<file path="src/rtl/calc_engine.sv">
// -----------------------------------------------------------------------------
// calc_engine
//   Two-operand add/subtract calculator sequenced by an Enter key.
//   The operator enters A, then B (with the add/sub selection), the engine
//   computes for one cycle and then shows the result until the next Enter.
//   With CHAIN=1 the result becomes the next A (running-total mode).
//
// Parameters
//   WIDTH  operand/result width in bits (4..16)
//   CHAIN  0 = each result starts a fresh calculation, 1 = running total
//
// Ports
//   i_clock      single clock, rising edge
//   i_clear      synchronous active-low reset
//   i_enter      Enter key level (debounced); rising edge advances the FSM
//   i_key_data   operand value from the keypad unit
//   i_add_sub    0 = add, 1 = subtract; sampled when B is captured
//   o_disp_data  value for the display unit
//   o_disp_load  strobe: display unit latches o_disp_data
//   o_ovr        signed overflow of the last result
//   o_cout       carry-out (add) / no-borrow (subtract) of the last result
//   o_state      current FSM state, for debug
// -----------------------------------------------------------------------------
module calc_engine #(
    parameter int unsigned WIDTH = 8,
    parameter bit          CHAIN = 1'b0
) (
    input  logic             i_clock,
    input  logic             i_clear,
    input  logic             i_enter,
    input  logic [WIDTH-1:0] i_key_data,
    input  logic             i_add_sub,
    output logic [WIDTH-1:0] o_disp_data,
    output logic             o_disp_load,
    output logic             o_ovr,
    output logic             o_cout,
    output logic [1:0]       o_state
);

    typedef enum logic [1:0] {
        ENTER_A = 2'd0,
        ENTER_B = 2'd1,
        COMPUTE = 2'd2,
        RESULT  = 2'd3
    } state_t;

    state_t           r_state;
    state_t           w_next;
    logic             r_enter_q;
    logic [WIDTH-1:0] r_a;
    logic [WIDTH-1:0] r_b;
    logic [WIDTH-1:0] r_r;
    logic             r_op;
    logic             r_ovr;
    logic             r_cout;
    logic             r_disp_load;

    logic             w_edge;
    logic             w_load_next;
    logic [WIDTH-1:0] w_eff_b;
    logic [WIDTH:0]   w_sum;
    logic             w_ovr;

    assign w_edge = i_enter & ~r_enter_q;

    // Subtraction is A + ~B + 1; the +1 rides in as the low-order carry-in.
    assign w_eff_b = r_op ? ~r_b : r_b;
    assign w_sum   = {1'b0, r_a} + {1'b0, w_eff_b} + {{WIDTH{1'b0}}, r_op};
    assign w_ovr   = (r_a[WIDTH-1] == w_eff_b[WIDTH-1]) &&
                     (w_sum[WIDTH-1] != r_a[WIDTH-1]);

    always_comb begin
        w_next = r_state;
        case (r_state)
            ENTER_A: if (w_edge) w_next = ENTER_B;
            ENTER_B: if (w_edge) w_next = COMPUTE;
            COMPUTE: w_next = RESULT;
            RESULT:  if (w_edge) w_next = CHAIN ? ENTER_B : ENTER_A;
            default: w_next = ENTER_A;
        endcase
    end

    // The load strobe is registered alongside the state so it lines up with
    // the cycle the new state is visible, and reads 0 in the first cycle
    // after reset even though the state is then ENTER_A.
    always_comb begin
        w_load_next = (w_next == ENTER_A) || (w_next == ENTER_B) ||
                      (w_next != r_state);
    end

    always_ff @(posedge i_clock) begin
        // Enter history follows the pin during reset so a key held through
        // reset release does not count as a press.
        r_enter_q <= i_enter;
        if (!i_clear) begin
            r_state     <= ENTER_A;
            r_a         <= '0;
            r_b         <= '0;
            r_r         <= '0;
            r_op        <= 1'b0;
            r_ovr       <= 1'b0;
            r_cout      <= 1'b0;
            r_disp_load <= 1'b0;
        end else begin
            r_state     <= w_next;
            r_disp_load <= w_load_next;
            case (r_state)
                ENTER_A: begin
                    if (w_edge) r_a <= i_key_data;
                end
                ENTER_B: begin
                    if (w_edge) begin
                        r_b  <= i_key_data;
                        r_op <= i_add_sub;
                    end
                end
                COMPUTE: begin
                    r_r    <= w_sum[WIDTH-1:0];
                    r_cout <= w_sum[WIDTH];
                    r_ovr  <= w_ovr;
                end
                RESULT: begin
                    if (w_edge && CHAIN) r_a <= r_r;
                end
                default: ;
            endcase
        end
    end

    assign o_disp_data = ((r_state == ENTER_A) || (r_state == ENTER_B)) ? i_key_data : r_r;
    assign o_disp_load = r_disp_load;
    assign o_ovr       = r_ovr;
    assign o_cout      = r_cout;
    assign o_state     = r_state;

endmodule

</file>
<file path="config.mk">
export PLATFORM = sky130hd
export DESIGN_NAME = calc_engine
export DESIGN_NICKNAME = d
export VERILOG_FILES = /design/src/rtl/calc_engine.sv
export SDC_FILE = /design/constraint.sdc
export NUM_CORES = 1
export LEC_CHECK = 0
export BUFFER_PORTS_ARGS = -buffer_cell sky130_fd_sc_hd__buf_2
export CAP_MARGIN = 25
export CORE_MARGIN = 2
export CORE_UTILIZATION = 49
export CTS_CLUSTER_SIZE = 8
export DETAILED_ROUTE_END_ITERATION = 8
export PLACE_DENSITY = 0.7
export SLEW_MARGIN = 20
export SYNTH_ARGS = -nofsm -noshare
export SYNTH_HDL_FRONTEND = slang
export SYNTH_SLANG_ARGS = --single-unit
</file>
<file path="constraint.sdc">
create_clock -name i_clock -period 4.7 [get_ports i_clock]
set_clock_uncertainty 0.05 [all_clocks]
set_input_delay 0.705 -clock i_clock [delete_from_list [all_inputs] [get_ports i_clock]]
set_output_delay 0.705 -clock i_clock [all_outputs]
set_load 0.02 [all_outputs]
</file>
==> Word-level counts from Yosys, hierarchy flattened <==
Cells that the tools add are included.
{ "op_classes": {"add_sub_neg": 2, "eq_ne": 7, "mux": 6, "n_bitwise": 3, "n_reduce_logical": 8} }
{ "ops": {"columns": ["cell", "count"], "rows": [
  ["8-bit 2-to-1 mux", 2],
  ["8-bit by 8-bit adder with 9-bit output", 1],
  ["9-bit by 1-bit adder with 9-bit output", 1],
  ["8-bit inverter", 1],
  ["2-bit case mux with 4 select lines", 1],
  ["2-bit 2-to-1 mux", 3],
  ["2-bit by 1-bit == test with 1-bit output, second input constant", 2],
  ["2-bit == test, second input constant", 2],
  ["2-bit logical NOT", 2],
  ["2-bit AND reduction", 2],
  ["1-bit logical OR", 3],
  ["2-bit != test", 1],
  ["1-bit bitwise AND", 1],
  ["1-bit == test", 1],
  ["1-bit logical AND", 1],
  ["1-bit != test", 1],
  ["1-bit inverter", 1]
]} }
{ "word_totals": {"regBits": 31, "input_bits": 12} }

==> Logic depth before layout (Yosys ltp) <==
Gate-level depths: netlist (run 1).
{ "depth": {"ltp_word": 7, "mapped_depth": 9, "mapped_depth_nobuf": 8} }

==> Worst setup path before layout (run 1) <==
No wires, ideal clock.
{ "synth_timing": {"path_type": "register to register", "startpoint": "reg r_op", "endpoint": "reg r_r[6]", "setup_ns": 0.062, "arrival_time_ns": 2.002, "required_time_ns": 4.588, "setup_slack_ns": 2.586, "stages_incl_launch_ff": 10, "n_path_buf": 1, "period_less_slack_ns": 2.114, "path_cell_list": "dfxtp_1 -> buf_6 -> xor2_1 -> inv_1 -> fa_1 -> and2b_1 -> o21ai_0 -> a21o_1 -> a2111o_1 -> nand3_1"} }
{ "synth_via": {"elab_chain_len": 3} }
{ "synth_lines": {"columns": ["element", "line_no", "source"], "rows": [
  ["start: declaration", "53", "logic r_op;"],
  ["start signal: assignment", "114", "r_op <= i_add_sub;"],
  ["8-bit 2-to-1 mux", "67", "assign w_eff_b = r_op ? ~r_b : r_b;"],
  ["8-bit by 8-bit adder with 9-bit output", "68", "assign w_sum = {1'b0, r_a} + {1'b0, w_eff_b} + {{WIDTH{1'b0}}, r_op};"],
  ["9-bit by 1-bit adder with 9-bit output (*)", "68", null],
  ["end signal: assignment", "118", "r_r <= w_sum[WIDTH-1:0];"],
  ["end: declaration", "52", "logic [WIDTH-1:0] r_r;"]
]} }
Every way passes the cells marked *; elsewhere a longest branch is shown, timed or not.
A chain may end at the register's enable or synchronous reset.

==> Worst setup path after layout (run 1) <==
Ends and elaborated chain as after synthesis.

==> flow_metrics.py, run 1 <==
metrics = {
    "status": {
        "status": "completed",
    },
    "power_and_ir_drop": {
        "pwr-share-comb_pct": 13.4,
        "internal_power_mw": 0.386,
        "power_frac_seq_pct": 52.8,
        "pwr-share-clk_pct": 33.9,
        "switchingPower_mw": 0.144,
        "p_leak_nw": 0.747,
        "power_density_nw_per_um2": 290,
        "switching_share_pct": 27.1,
        "vdd_drop_max_mv": 0.195,
    },
    "clock_network": {
        "clk_pin_slew_ns": 0.10,
        "cts_num_sinks": 31,
        "ctsRootBufferMaster": "clkbuf_4",
        "cts_setup_buffers": 0,
        "cts_buffers": 5,
        "cts_resized": 0,
        "clk_latency_ns": 0.33,
        "cts_tree": "done",
        "cts_buffer_depth": 2,
        "htreeDepth": 2,
        "cts_hold_buf": 0,
    },
    "floorplan": {
        "die_area_um2": 3810,
        "initial_core_util_pct": 52.7,
        "pin_count": 25,
        "die_h_um": 61.7,
        "die_w_um": 61.7,
        "num_rows": 20,
        "core_area_um2": 3100,
    },
    "cells_and_area": {
        "design_area_um2": 1830,
        "n_antenna_cell": 0,
        "syn_to_final_growth_pct": 11.9,
        "post-route-util_pct": 58.9,
        "layout.nets": 236,
        "drive_gt1_share_pct": 21.7,
    },
    "synth": {
        "synth_common_cells": "46 x nand2_1, 31 x dfxtp_1, 22 x a21oi_1",
        "synth_edf_count": 0,
        "synth_cell_type_count": 42,
        "synth_top_area_share_pct": 38.0,
        "syn_nets": 214,
        "syn_area_um2": 1630,
        "synth-seq-cells": 31,
        "yosys-top-cells-area": "dfxtp_1 38%, nand2_1 11%, a21oi_1 6.7%",
        "syn_avg_cell_area_um2": 8.42,
        "netlist_instances": 194,
        "synthFlopType": "dfxtp_1",
        "seq_area_frac_synth_pct": 38.0,
        "synthMostInstantiatedCell": "nand2_1",
        "yosysWarnings": 0,
        "synth_top_area_cell": "dfxtp_1",
        "synth_async_sr_flop_share_pct": 0,
    },
    "sta": {
        "worst_pin_slew_ns": 0.698,
        "hold_viol": 0,
        "maxSlewHeadroom_pct": 53.4,
        "rsz0062_at_grt": "no",
        "finalSetupViolations": 0,
        "post-route-period-util_pct": 52.9,
        "setup-tns-final_ns": 0,
        "final_max_slew_viol_count": 0,
        "min_period_ns": 2.48,
        "fmax_mhz": 402,
    },
    "route": {
        "drt_pass1_iterations": 4,
        "post_drt_wl_per_cell_um": 14.0,
        "num_vias": 1452,
        "detail_route.iter0.violations": 59,
        "drt-total-wl_um": 3640,
        "vias_per_cell": 5.56,
        "drcViolationCount": 0,
        "route.antenna.remaining_nets": 0,
    },
    "placed_design": {
        "place.detailed.hpwl_um": 2630,
        "placed_cell_area_um2": 1760,
        "port_buffers": 24,
        "place_congestion": 0.793,
    },
    "global_route": {
        "grt.overflow.total": 0,
        "grt_pass1_vias": 1284,
        "grtUsageTotal_pct": 22.0,
        "grt_max_degree": 29,
        "antenna_found_initial": 0,
        "grt_pass1_wl_um": 5930,
    },
    "critical_path": {
        "cp.arrival_ns": 2.71,
        "cpMaxStageDelayCell": "dfxtp_1",
        "max_stage_delay_ns": 0.63,
        "worst-setup-path-type": "reg2reg",
        "critical-path-top-delay-family": "compound AO/OA/AOI/OAI gates",
        "worst-path-buf-inv": 1,
        "path_max_fanout": 9,
        "cp.required_ns": 4.93,
        "regToRegSetupSlack_ns": 2.22,
        "timing.rr.start": "r_op",
        "r2r_end": "r_r[6]",
        "cp_cell_sequence": "xor2_1, inv_1, fa_1, and2b_1, o21ai_0, a21o_1, a2111o_1, nand3_1",
        "end_kind": "register",
        "r2r_cells": 8,
        "critPathLaunchType": "register",
    },
    "worst_hold_path": {
        "hp-class": "reg2reg",
        "whs_endpoint": "r_r[3]",
        "holdPathStages": 2,
        "worstHoldStart": "r_r[3]",
    },
    "flow_run": {
        "cap_violations": 0,
    },
}
layout by cell type (no fill, tap or decap), types with 2 or more instances in the layout:
cell type	count
and2b_1	2
nor3b_1	2
o221ai_1	2
buf_2	24
ha_1	7
mux2_2	8
clkbuf_4	5
or2_2	2
a211oi_1	2
xor2_1	7
and3_1	2
nand2b_1	3
o21ai_0	3
inv_1	6
a21oi_1	22
dfxtp_1	31
nand2_1	46
nor2_1	6
nand3_1	7
a31oi_1	3
clkbuf_8	2
nand4_1	2
or3_1	3
routing by layer:
metal	wire length [um]	share of wire, %	vias up	track usage (%)
met2	1770	49	30	34.6
met1	1670	46	689	28.4
met5	0	0	-	0
li1	-	-	727	-
met3	157	4.3	6	7.45
met4	43	1.2	0	7.29
area by class of cell:
class | instances | area [um2]
Inverter | 7 | 26.3
Multi-Input combinational cell | 147 | 937
Timing Repair Buffer | 24 | 120
Sequential cell | 31 | 621
Clock buffer | 8 | 68.8
Fill cell | 330 | 1270
Tap cell | 44 | 55.1
state kept, by name, indices dropped and copies added, names as in the netlist:
register / count
r_b: 8
o_ovr: 1
o_cout: 1
r_enter_q: 1
o_disp_load: 1
r_r: 8
o_state: 2
r_op: 1
r_a: 8
cells by family (layout without fill, tap and decap cells):
family          after synthesis  after routing  share of synthesized area (%)
simple gates                 81             81                           23.4
compound gates               41             41                           16.8
flops                        31             31                           38.0
buf+inv                      16             39                           4.67
mux                           9              9                           6.36
fa+ha+maj                     8              8                           6.58
xor+xnor                      8              8                           4.29
worst reg2reg max path, stage by stage, from the launching register on:
cell and delay [ns]:
dfxtp_1 0.63, xor2_1 0.25, inv_1 0.08, fa_1 0.41, and2b_1 0.22, o21ai_0 0.12
a21o_1 0.24, a2111o_1 0.36, nand3_1 0.08
power groups by stage:
stage                     Combinational, mW  Sequential, mW  Clock [mW]
after global routing                 0.0794           0.281       0.198
final                                0.0709           0.280       0.180
after floorplan                      0.0497           0.285           0
after global placement               0.0687           0.285           0
after detailed placement             0.0706           0.286           0
after CTS                            0.0712           0.280       0.184
stage by stage:
stage | cells | power [mW] | hold slack, ns | setup slack, ns
after detailed placement | 253 | 0.356 | 0.406 | 2.25
after global routing | 261 | 0.559 | 0.430 | 2.02
after global placement | 253 | 0.354 | 0.394 | 2.35
after CTS | 261 | 0.535 | 0.420 | 2.22
final | 261 | 0.530 | 0.420 | 2.22
after floorplan | 194 | 0.335 | 0.378 | 2.59
how the worst max path moves through the flow:
stage | slack [ns] | start | depth (start not counted) | to
2_1_floorplan | 2.59 | r_op | 9 | r_r[6]
3_3_place_gp | 2.35 | r_op | 8 | r_r[6]
3_5_place_dp | 2.25 | r_op | 8 | r_r[6]
4_1_cts | 2.22 | r_op | 8 | r_r[6]
5_1_grt | 2.02 | r_op | 8 | r_r[6]
6_report | 2.22 | r_op | 8 | r_r[6]
No activity file was read; power rests on OpenSTA's default activity.
==> run 2: changes to the inputs <==
PLACE_DENSITY = 0.73   (was 0.7)
clock period = 2.2 ns   (was 4.7 ns; I/O delays follow)
==> flow_metrics.py, run 2 (same netlist as run 1, synthesis figures left out) <==
metrics = {
    "worst_hold_path": {
        "hp-class": "in2reg",
    },
    "placed_design": {
        "place_congestion": 0.796,
        "port_buffers": 24,
        "placed_cell_area_um2": 1770,
        "place.detailed.hpwl_um": 2720,
        "dp_slack_ns": 0.0218,
    },
    "critical_path": {
        "end_kind": "register",
        "cp_cell_sequence": "xor2_1, inv_1, fa_2, and2b_1, o21ai_1, a21o_1, a2111o_1, nand3_1",
        "max_stage_delay_ns": 0.37,
        "cp.arrival_ns": 2.40,
        "worst-setup-path-type": "reg2reg",
        "critPathLaunchType": "register",
        "cp.required_ns": 2.44,
        "regToRegSetupSlack_ns": 0.04,
        "path_max_fanout": 3,
        "cpMaxStageDelayCell": "fa_2",
    },
    "power_and_ir_drop": {
        "power_density_nw_per_um2": 574,
        "internal_power_mw": 0.755,
        "p_leak_nw": 0.757,
        "switching_share_pct": 28.6,
        "power_frac_seq_pct": 56.3,
        "total_power_mw": 1.06,
        "pwr-share-comb_pct": 15.4,
        "vdd_drop_max_mv": 0.292,
        "pwr-share-clk_pct": 28.4,
        "switchingPower_mw": 0.302,
    },
    "clock_network": {
        "cts_buffers": 5,
        "cts_num_sinks": 31,
        "clk_pin_slew_ns": 0.09,
        "clk_latency_ns": 0.34,
        "cts_tree": "done",
        "cts_buffer_depth": 2,
        "htreeDepth": 2,
        "ctsRootBufferMaster": "clkbuf_4",
    },
    "global_route": {
        "grt_pass1_wl_um": 6180,
        "grt_pass1_vias": 1404,
        "antenna_found_initial": 0,
        "grt.overflow.total": 0,
        "grt_max_degree": 29,
        "grtUsageTotal_pct": 22.9,
    },
    "route": {
        "drcViolationCount": 0,
        "route.antenna.remaining_nets": 0,
        "vias_per_cell": 5.49,
        "num_vias": 1445,
        "drt_pass1_iterations": 4,
        "detail_route.iter0.violations": 71,
        "post_drt_wl_per_cell_um": 14.3,
        "drt-total-wl_um": 3770,
    },
    "cells_and_area": {
        "layout.nets": 240,
        "reg_top3": "r_a x8, r_b x8, r_r x8",
        "drive_gt1_share_pct": 24.2,
        "final_cell_mix": "46 x nand2_1, 29 x dfxtp_1, 24 x buf_2",
        "final_common_cell": "nand2_1",
        "design_area_um2": 1840,
        "syn_to_final_growth_pct": 12.8,
        "n_antenna_cell": 0,
    },
    "sta": {
        "maxSlewHeadroom_pct": 55.1,
        "hold_viol": 0,
        "worst_slack_ns": 0.0382,
        "finalSetupViolations": 0,
        "worst_pin_slew_ns": 0.670,
        "final_max_slew_viol_count": 0,
        "hold_ws_ns": 0.0688,
        "min_period_ns": 2.16,
        "setup-tns-final_ns": 0,
        "post-route-period-util_pct": 98.3,
        "fmax_mhz": 463,
    },
    "floorplan": {
        "core_area_um2": 3100,
        "pin_count": 25,
        "die_w_um": 61.7,
        "die_h_um": 61.7,
        "num_rows": 20,
        "die_area_um2": 3810,
        "initial_core_util_pct": 52.7,
    },
    "status": {
        "status": "completed",
    },
    "flow_run": {
        "cap_violations": 0,
    },
}
[run 2: changes by cell type in the layout (fill, tap and decap cells not counted), sizes merged]
cell	change
buf	+4
clkbuf	-2
[run 2: metrics by stage]
stage | std cells | util [%]
after global placement | 255 | 57.2
after detailed placement | 255 | 57.2
after global routing | 263 | 59.4
after floorplan | 194 | -
after CTS | 262 | 58.8
final | 263 | 59.4
[run 2: layout make-up]
class | count | area [um2]
Clock buffer | 6 | 41.3
Inverter | 7 | 26.3
Timing Repair Buffer | 28 | 154
Multi-Input combinational cell | 147 | 943
Sequential cell | 31 | 623
Fill cell | 300 | 1260
Tap cell | 44 | 55.1
[run 2: worst max-delay path: cells and delay by family (launching register included)]
kind / cells / cell delay [ns]
buffers and inverters: 1 / 0.12
adders and majority gates: 1 / 0.37
DFF: 1 / 0.35
and+or+nand+nor: 2 / 0.31
xor gates and xnor gates: 1 / 0.25
AOI/OAI and AO/OA: 3 / 0.66
[run 2: what timing repair did]
item	in CTS	in global routing
endpoints found under the setup margin	1	5
hold buffers	0	0
buffers inserted	1	1
resized for setup	0	6
pin swaps	1	1
[run 2: power by group through the flow]
| stage | Sequential [mW] | Clock (mW) | Combinational, mW |
|---|---|---|---|
| final | 0.595 | 0.300 | 0.162 |
| after global routing | 0.597 | 0.330 | 0.178 |
| after CTS | 0.594 | 0.304 | 0.160 |
| after detailed placement | 0.608 | 0 | 0.157 |
| after global placement | 0.606 | 0 | 0.152 |
| after floorplan | 0.609 | 0 | 0.106 |
[run 2: routing by layer]
layer | global-route usage [%] | part of all wire [%]
met2 | 39.5 | 48
met3 | 7.25 | 5.0
met4 | 8.81 | 2.2
met5 | 0 | 0
met1 | 26.5 | 44
[run 2: worst paths after layout]
kind	startpoint	to	cells past startpoint
hold reg to reg	r_b[1]	r_b[1]	2
hold / removal	i_enter	r_enter_q	1
setup / recovery	r_op	r_r[6]	8
setup reg to reg	r_op	r_r[6]	8
